`src/rtl/mem_port_arbiter_pkg.sv`:
```
// Shared definitions for the instruction/data memory port arbiter.
package mem_port_arbiter_pkg;

    // Default tuning values for the arbiter.
    localparam int unsigned STARVE_LIMIT_DEFAULT   = 4;
    localparam int unsigned TIMEOUT_CYCLES_DEFAULT = 255;

    // Counter widths that cover the full legal parameter ranges (1..15 and 2..255).
    localparam int unsigned STARVE_CNT_W = 4;
    localparam int unsigned TO_CNT_W     = 8;

    // Raw 2-bit state encodings.
    localparam logic [1:0] ENC_IDLE   = 2'd0;
    localparam logic [1:0] ENC_BUSY_I = 2'd1;
    localparam logic [1:0] ENC_BUSY_D = 2'd2;
    localparam logic [1:0] ENC_RESP   = 2'd3;

    typedef enum logic [1:0] {
        ST_IDLE   = ENC_IDLE,
        ST_BUSY_I = ENC_BUSY_I,
        ST_BUSY_D = ENC_BUSY_D,
        ST_RESP   = ENC_RESP
    } arb_state_e;

    // Completion data handed back to a requester: writes return zero.
    function automatic logic [31:0] resp_data(input logic we, input logic [31:0] rdata);
        return we ? 32'h0 : rdata;
    endfunction

endpackage

```
`src/rtl/mem_port_arbiter_sat_counter.sv`:
```
// Saturating up-counter with synchronous clear and asynchronous active-high reset.
module sat_counter #(
    parameter int unsigned WIDTH = 4,
    parameter int unsigned MAX   = 15
) (
    input  logic             i_clk,
    input  logic             i_rst,
    input  logic             i_clr,
    input  logic             i_inc,
    output logic [WIDTH-1:0] o_count
);

    localparam logic [WIDTH-1:0] MAX_V = WIDTH'(MAX);

    logic [WIDTH-1:0] r_count;

    // Clear has priority over increment; the count sticks at MAX_V.
    always_ff @(posedge i_clk or posedge i_rst) begin
        if (i_rst) begin
            r_count <= '0;
        end else if (i_clr) begin
            r_count <= '0;
        end else if (i_inc && (r_count != MAX_V)) begin
            r_count <= r_count + WIDTH'(1);
        end
    end

    assign o_count = r_count;

endmodule

```
`src/rtl/mem_port_arbiter.sv`:
```
// Arbitrates one single-ported, variable-latency memory between the fetch and data ports.
// Data wins by default; a starvation counter forces a fetch grant and a watchdog aborts
// accesses the memory never acknowledges.
module mem_port_arbiter
    import mem_port_arbiter_pkg::*;
#(
    parameter int unsigned STARVE_LIMIT   = STARVE_LIMIT_DEFAULT,
    parameter int unsigned TIMEOUT_CYCLES = TIMEOUT_CYCLES_DEFAULT
) (
    input  logic        i_clk,
    input  logic        i_reset,
    // Instruction-fetch port
    input  logic        i_inst_req,
    input  logic [31:0] i_inst_addr,
    output logic [31:0] o_inst_rdata,
    output logic        o_inst_ready,
    // Data port
    input  logic        i_data_req,
    input  logic        i_data_we,
    input  logic [31:0] i_data_addr,
    input  logic [31:0] i_data_wdata,
    input  logic [3:0]  i_data_sign_mask,
    output logic [31:0] o_data_rdata,
    output logic        o_data_ready,
    // Unified memory
    output logic        o_mem_req,
    output logic        o_mem_we,
    output logic [31:0] o_mem_addr,
    output logic [31:0] o_mem_wdata,
    output logic [3:0]  o_mem_sign_mask,
    input  logic [31:0] i_mem_rdata,
    input  logic        i_mem_ack,
    // Pipeline status
    output logic        o_cpu_stall,
    output logic        o_bus_error
);

    localparam logic [STARVE_CNT_W-1:0] STARVE_MAX = STARVE_CNT_W'(STARVE_LIMIT);
    localparam logic [TO_CNT_W-1:0]     TO_LAST    = TO_CNT_W'(TIMEOUT_CYCLES - 1);

    arb_state_e  r_state;
    logic        r_mem_req;
    logic        r_mem_we;
    logic [31:0] r_mem_addr;
    logic [31:0] r_mem_wdata;
    logic [3:0]  r_mem_sign_mask;
    logic [31:0] r_inst_rdata;
    logic        r_inst_ready;
    logic [31:0] r_data_rdata;
    logic        r_data_ready;
    logic        r_bus_error;

    logic [STARVE_CNT_W-1:0] w_starve_cnt;
    logic [TO_CNT_W-1:0]     w_to_cnt;
    logic                    w_idle;
    logic                    w_busy;
    logic                    w_grant_d;
    logic                    w_grant_i;
    logic                    w_grant;
    logic                    w_timeout;
    logic                    w_starve_clr;
    logic                    w_starve_inc;
    logic                    w_to_inc;

    // Grant selection, watchdog expiry and counter controls.
    always_comb begin
        w_idle       = (r_state == ST_IDLE);
        w_busy       = (r_state == ST_BUSY_I) || (r_state == ST_BUSY_D);
        w_grant_d    = w_idle && i_data_req && ((w_starve_cnt < STARVE_MAX) || !i_inst_req);
        w_grant_i    = w_idle && !w_grant_d && i_inst_req;
        w_grant      = w_grant_d || w_grant_i;
        // An ack in the expiry cycle still completes the access normally.
        w_timeout    = w_busy && !i_mem_ack && (w_to_cnt == TO_LAST);
        w_starve_inc = w_grant_d && i_inst_req;
        w_starve_clr = w_grant_i || (w_grant && !i_inst_req);
        w_to_inc     = w_busy && !i_mem_ack;
    end

    // Consecutive data wins while a fetch is waiting.
    sat_counter #(
        .WIDTH (STARVE_CNT_W),
        .MAX   (STARVE_LIMIT)
    ) u_starve_cnt (
        .i_clk   (i_clk),
        .i_rst   (i_reset),
        .i_clr   (w_starve_clr),
        .i_inc   (w_starve_inc),
        .o_count (w_starve_cnt)
    );

    // Cycles spent waiting for the memory in the current access.
    sat_counter #(
        .WIDTH (TO_CNT_W),
        .MAX   (TIMEOUT_CYCLES - 1)
    ) u_to_cnt (
        .i_clk   (i_clk),
        .i_rst   (i_reset),
        .i_clr   (w_grant),
        .i_inc   (w_to_inc),
        .o_count (w_to_cnt)
    );

    // Access sequencing with all memory and response outputs registered.
    always_ff @(posedge i_clk or posedge i_reset) begin
        if (i_reset) begin
            r_state         <= ST_IDLE;
            r_mem_req       <= 1'b0;
            r_mem_we        <= 1'b0;
            r_mem_addr      <= 32'h0;
            r_mem_wdata     <= 32'h0;
            r_mem_sign_mask <= 4'h0;
            r_inst_rdata    <= 32'h0;
            r_inst_ready    <= 1'b0;
            r_data_rdata    <= 32'h0;
            r_data_ready    <= 1'b0;
            r_bus_error     <= 1'b0;
        end else begin
            case (r_state)
                ST_IDLE: begin
                    if (w_grant_d) begin
                        r_state         <= ST_BUSY_D;
                        r_mem_req       <= 1'b1;
                        r_mem_we        <= i_data_we;
                        r_mem_addr      <= i_data_addr;
                        r_mem_wdata     <= i_data_wdata;
                        r_mem_sign_mask <= i_data_sign_mask;
                    end else if (w_grant_i) begin
                        r_state         <= ST_BUSY_I;
                        r_mem_req       <= 1'b1;
                        r_mem_we        <= 1'b0;
                        r_mem_addr      <= i_inst_addr;
                        r_mem_wdata     <= 32'h0;
                        r_mem_sign_mask <= 4'h0;
                    end
                end
                ST_BUSY_I, ST_BUSY_D: begin
                    if (i_mem_ack || w_timeout) begin
                        r_state   <= ST_RESP;
                        r_mem_req <= 1'b0;
                        if (r_state == ST_BUSY_I) begin
                            r_inst_ready <= 1'b1;
                            r_inst_rdata <= i_mem_ack ? i_mem_rdata : 32'h0;
                        end else begin
                            r_data_ready <= 1'b1;
                            r_data_rdata <= i_mem_ack ? resp_data(r_mem_we, i_mem_rdata)
                                                      : 32'h0;
                        end
                        if (!i_mem_ack) begin
                            r_bus_error <= 1'b1;
                        end
                    end
                end
                ST_RESP: begin
                    r_state      <= ST_IDLE;
                    r_inst_ready <= 1'b0;
                    r_data_ready <= 1'b0;
                end
                default: begin
                    r_state <= ST_IDLE;
                end
            endcase
        end
    end

    assign o_mem_req       = r_mem_req;
    assign o_mem_we        = r_mem_we;
    assign o_mem_addr      = r_mem_addr;
    assign o_mem_wdata     = r_mem_wdata;
    assign o_mem_sign_mask = r_mem_sign_mask;
    assign o_inst_rdata    = r_inst_rdata;
    assign o_inst_ready    = r_inst_ready;
    assign o_data_rdata    = r_data_rdata;
    assign o_data_ready    = r_data_ready;
    assign o_bus_error     = r_bus_error;
    assign o_cpu_stall     = (i_inst_req & ~r_inst_ready) | (i_data_req & ~r_data_ready);

endmodule

```
`config.mk`:
```
export PLATFORM = sky130hd
export DESIGN_NAME = mem_port_arbiter
export DESIGN_NICKNAME = d
export VERILOG_FILES = /design/src/rtl/mem_port_arbiter_pkg.sv /design/src/rtl/mem_port_arbiter_sat_counter.sv /design/src/rtl/mem_port_arbiter.sv
export SDC_FILE = /design/constraint.sdc
export NUM_CORES = 1
export LEC_CHECK = 0
export ABC_CLOCK_PERIOD_IN_PS = 8500
export CAP_MARGIN = 15
export CORE_MARGIN = 1
export CORE_UTILIZATION = 45
export DETAILED_ROUTE_END_ITERATION = 8
export GPL_TIMING_DRIVEN = 0
export PLACE_DENSITY_LB_ADDON = 0.15
export SLEW_MARGIN = 15
export SYNTH_ARGS = -nofsm -noshare
export SYNTH_HDL_FRONTEND = slang
export SYNTH_SLANG_ARGS = --single-unit
```
`constraint.sdc`:
```
create_clock -name i_clk -period 8.5 [get_ports i_clk]
set_input_delay 2.55 -clock i_clk [delete_from_list [all_inputs] [get_ports i_clk]]
set_output_delay 2.55 -clock i_clk [all_outputs]
set_load 0.1 [all_outputs]
```
==> impl_metrics.toml <==
[synthesis]
synth_edf_count = 0
netlist_area_mm2 = 0.00614
synth.distinct_cells = 45
synth_area_leaders = "sky130_fd_sc_hd__dfrtp_1, sky130_fd_sc_hd__a22o_1, sky130_fd_sc_hd__mux2i_1"
synthesis.instances = 468
async_flop_share = 1.00
synth.most_common_cell = "sky130_fd_sc_hd__dfrtp_1"
synth_fp_nets = 615
synthesis.yosys.warnings = 0
synthesis.area_per_instance_um2 = 13.1
synth_top_cells_by_count = "sky130_fd_sc_hd__dfrtp_1, sky130_fd_sc_hd__a22o_1, sky130_fd_sc_hd__nand2_1, sky130_fd_sc_hd__mux2i_1, sky130_fd_sc_hd__o21ai_1"
seq_area_frac_synth = 0.615
synth_top_area_share = 0.615
ys.flop_type = "sky130_fd_sc_hd__dfrtp_1"
post-synth-top-area-cell = "sky130_fd_sc_hd__dfrtp_1"
ys_ff_latch = 151

[detailed_routing]
wirelength_met1_um = 6950
dr_total_vias = 5064
met2WireLength_um = 8830
highest-signal-layer = "met4"
route.met3.wl_um = 1250
post-route-drc-count = 0
route.detailed.wl_per_inst_um = 18.5
drt_wl_total_um = 17600
drt_first_iter_violations = 245
via_per_inst = 5.32
route.antenna.remaining_nets = 0
drt_pass_1_iters = 4

[placed_design]
numPortBuffers = 275
dp_slack_ns = 1.56
placed_cells = 920
place_congestion = 0.819
post-dp-hpwl_um = 12900

[critical_path]
crit_path_max_incr_delay_ns = 1.13
regToRegSetupSlack_ns = 6.45
critical_path_buf_inv_count = 2
crit_path_end_kind = "output pin"
cp_cell_sequence = "clkdlybuf4s50_1 > a22o_1 > clkdlybuf4s50_1"
timing.critical_path.max_delay_family = "buffers and inverters"
crit_slowest_cell = "sky130_fd_sc_hd__clkdlybuf4s50_1"
critical_path_class = "input port to output pin"
worstPathArrival_ns = 4.39
timing.critical_path.required_ns = 5.95
critical-path-top-cell-by-count = "sky130_fd_sc_hd__clkdlybuf4s50_1"
worst_setup_path_start_kind = "input port"
worstPathMaxFanout = 5

[floorplan]
die_area_mm2 = 0.0141
core_area_mm2 = 0.0133
die_h_um = 119
row_count = 42
start_util = 0.462
die_width_um = 119
pin_count = 276

[clocking]
clk_pin_slew_ns = 0.06
post_cts.resized_instances = 0
num_cts_buffers = 17
clock_latency_ns = 0.41
cts_tree = "built"
cts.hold.buffers_added = 0
clockRootBuffer = "sky130_fd_sc_hd__clkbuf_16"
htree_levels = 4
clock-sinks = 151
postCtsSetupRepairBufs = 0
clock_path_buffers = 2

[global_routing]
overflow = 0
grt.total_usage = 0.256
grt_first_pass_wirelength_um = 27600
grt_antenna_before_repair = 0
grt_start_max_net_pins = 80
first_global_vias = 5296

[sta]
layout_worst_path_cycle_share = 0.816
slew-limit-headroom = 0.288
setup_repair_after_global_routing_missed_its_margin = "no"
finClkSkew_ns = 0.00579
setup_ws_ns = 1.56
finalCriticalPeriod_ns = 6.94
fmaxAchievable_mhz = 144
number_of_failing_hold_endpoints_at_the_final_stage = 0
fin_tns_setup_ns = 0
tightest_slew_ns = 1.06
timing_max_transition_violations_final = 0
final.hold.worst_slack_ns = 0.478
finalSetupViolations = 0

[cells_and_area]
num_antenna_cells = 0
finalNonFillerCells = 952
layout.nets = 910
syn_to_final_growth_pct = 58.3
post_route_cells_drive_above_1_share = 0.0902

[min_path]
hold_path_class = "flip-flop to flip-flop"

[job]
cap_viol_max_count = 0

[status]
run_status = "finished, final reports clean"
## area by class of cell
type	count	area [um2]
Buffer	34	221
Multi-Input combinational cell	275	2110
Inverter	8	37.5
Timing Repair Buffer	276	2780
Sequential cell	151	3780
Fill cell	935	3570
Clock inverter	15	146
Tap cell	176	220
Clock buffer	17	425
## cell families (layout without fill, tap and decap cells)
logic type / count (synthesis) / in the layout / share of synthesized area
fa+ha+maj: 9 / 9 / 0.0183
buf+inv: 42 / 350 / 0.0410
mux: 38 / 38 / 0.0623
xor+xnor: 6 / 6 / 0.00856
flops: 151 / 151 / 0.615
simple gates: 71 / 71 / 0.0595
compound gates: 151 / 151 / 0.195
## metal layers
metal,up-vias,global-route usage
li1,2310,-
met3,38,0.0747
met5,-,0
met2,220,0.439
met1,2496,0.293
met4,0,0.122
## final timing paths
check,start,cells after the start,endpoint
setup / recovery,i_inst_req,3,o_cpu_stall
hold / removal,o_bus_error,1,o_bus_error
setup reg to reg,r_state[1],7,o_mem_addr[3]
hold reg to reg,o_bus_error,1,o_bus_error
max in group asynchronous,i_reset,3,o_data_rdata[13]
min in group asynchronous,i_reset,2,o_mem_addr[6]
## registers in the layout, summed over array words and instances (netlist names), 2 cells and up
| register | flops |
|---|---|
| o_data_rdata | 32 |
| u_starve_cnt.o_count | 4 |
| u_to_cnt.o_count | 8 |
| o_mem_wdata | 32 |
| o_mem_addr | 32 |
| r_state | 2 |
| o_inst_rdata | 32 |
| o_mem_sign_mask | 4 |
## per-stage QoR
step            util  cell area (um2)
2_1_floorplan      -             6140
3_5_place_dp   0.688             9150
3_3_place_gp   0.685             9110
5_1_grt        0.731             9720
4_1_cts        0.731             9720
6_report       0.731             9720
## cell usage in the layout (no fill, tap or decap), types with 2 or more instances in the layout
cell	Yosys	layout
sky130_fd_sc_hd__xor2_1	4	4
sky130_fd_sc_hd__and3_1	2	2
sky130_fd_sc_hd__clkinvlp_4	0	6
sky130_fd_sc_hd__ha_1	9	9
sky130_fd_sc_hd__xnor2_1	2	2
sky130_fd_sc_hd__inv_6	0	3
sky130_fd_sc_hd__inv_1	8	7
sky130_fd_sc_hd__nor3_1	2	2
sky130_fd_sc_hd__nand3_1	3	3
sky130_fd_sc_hd__nand2_1	39	39
sky130_fd_sc_hd__mux2i_1	36	36
sky130_fd_sc_hd__nor2b_1	2	2
sky130_fd_sc_hd__clkdlybuf4s50_1	0	275
sky130_fd_sc_hd__o211ai_1	2	2
sky130_fd_sc_hd__nor2_1	9	9
sky130_fd_sc_hd__nand4_1	2	2
sky130_fd_sc_hd__clkbuf_16	0	17
sky130_fd_sc_hd__clkbuf_1	10	10
sky130_fd_sc_hd__dfrtp_1	151	151
sky130_fd_sc_hd__a22o_1	104	104
sky130_fd_sc_hd__inv_8	0	3
sky130_fd_sc_hd__o21ai_1	35	35
sky130_fd_sc_hd__buf_6	7	7
sky130_fd_sc_hd__buf_2	9	9
sky130_fd_sc_hd__clkinv_4	0	2
sky130_fd_sc_hd__buf_4	7	7
Power is left out: the tool's default activity adds up to more than one toggle a clock period on the data nets, which glitch-free logic cannot reach.
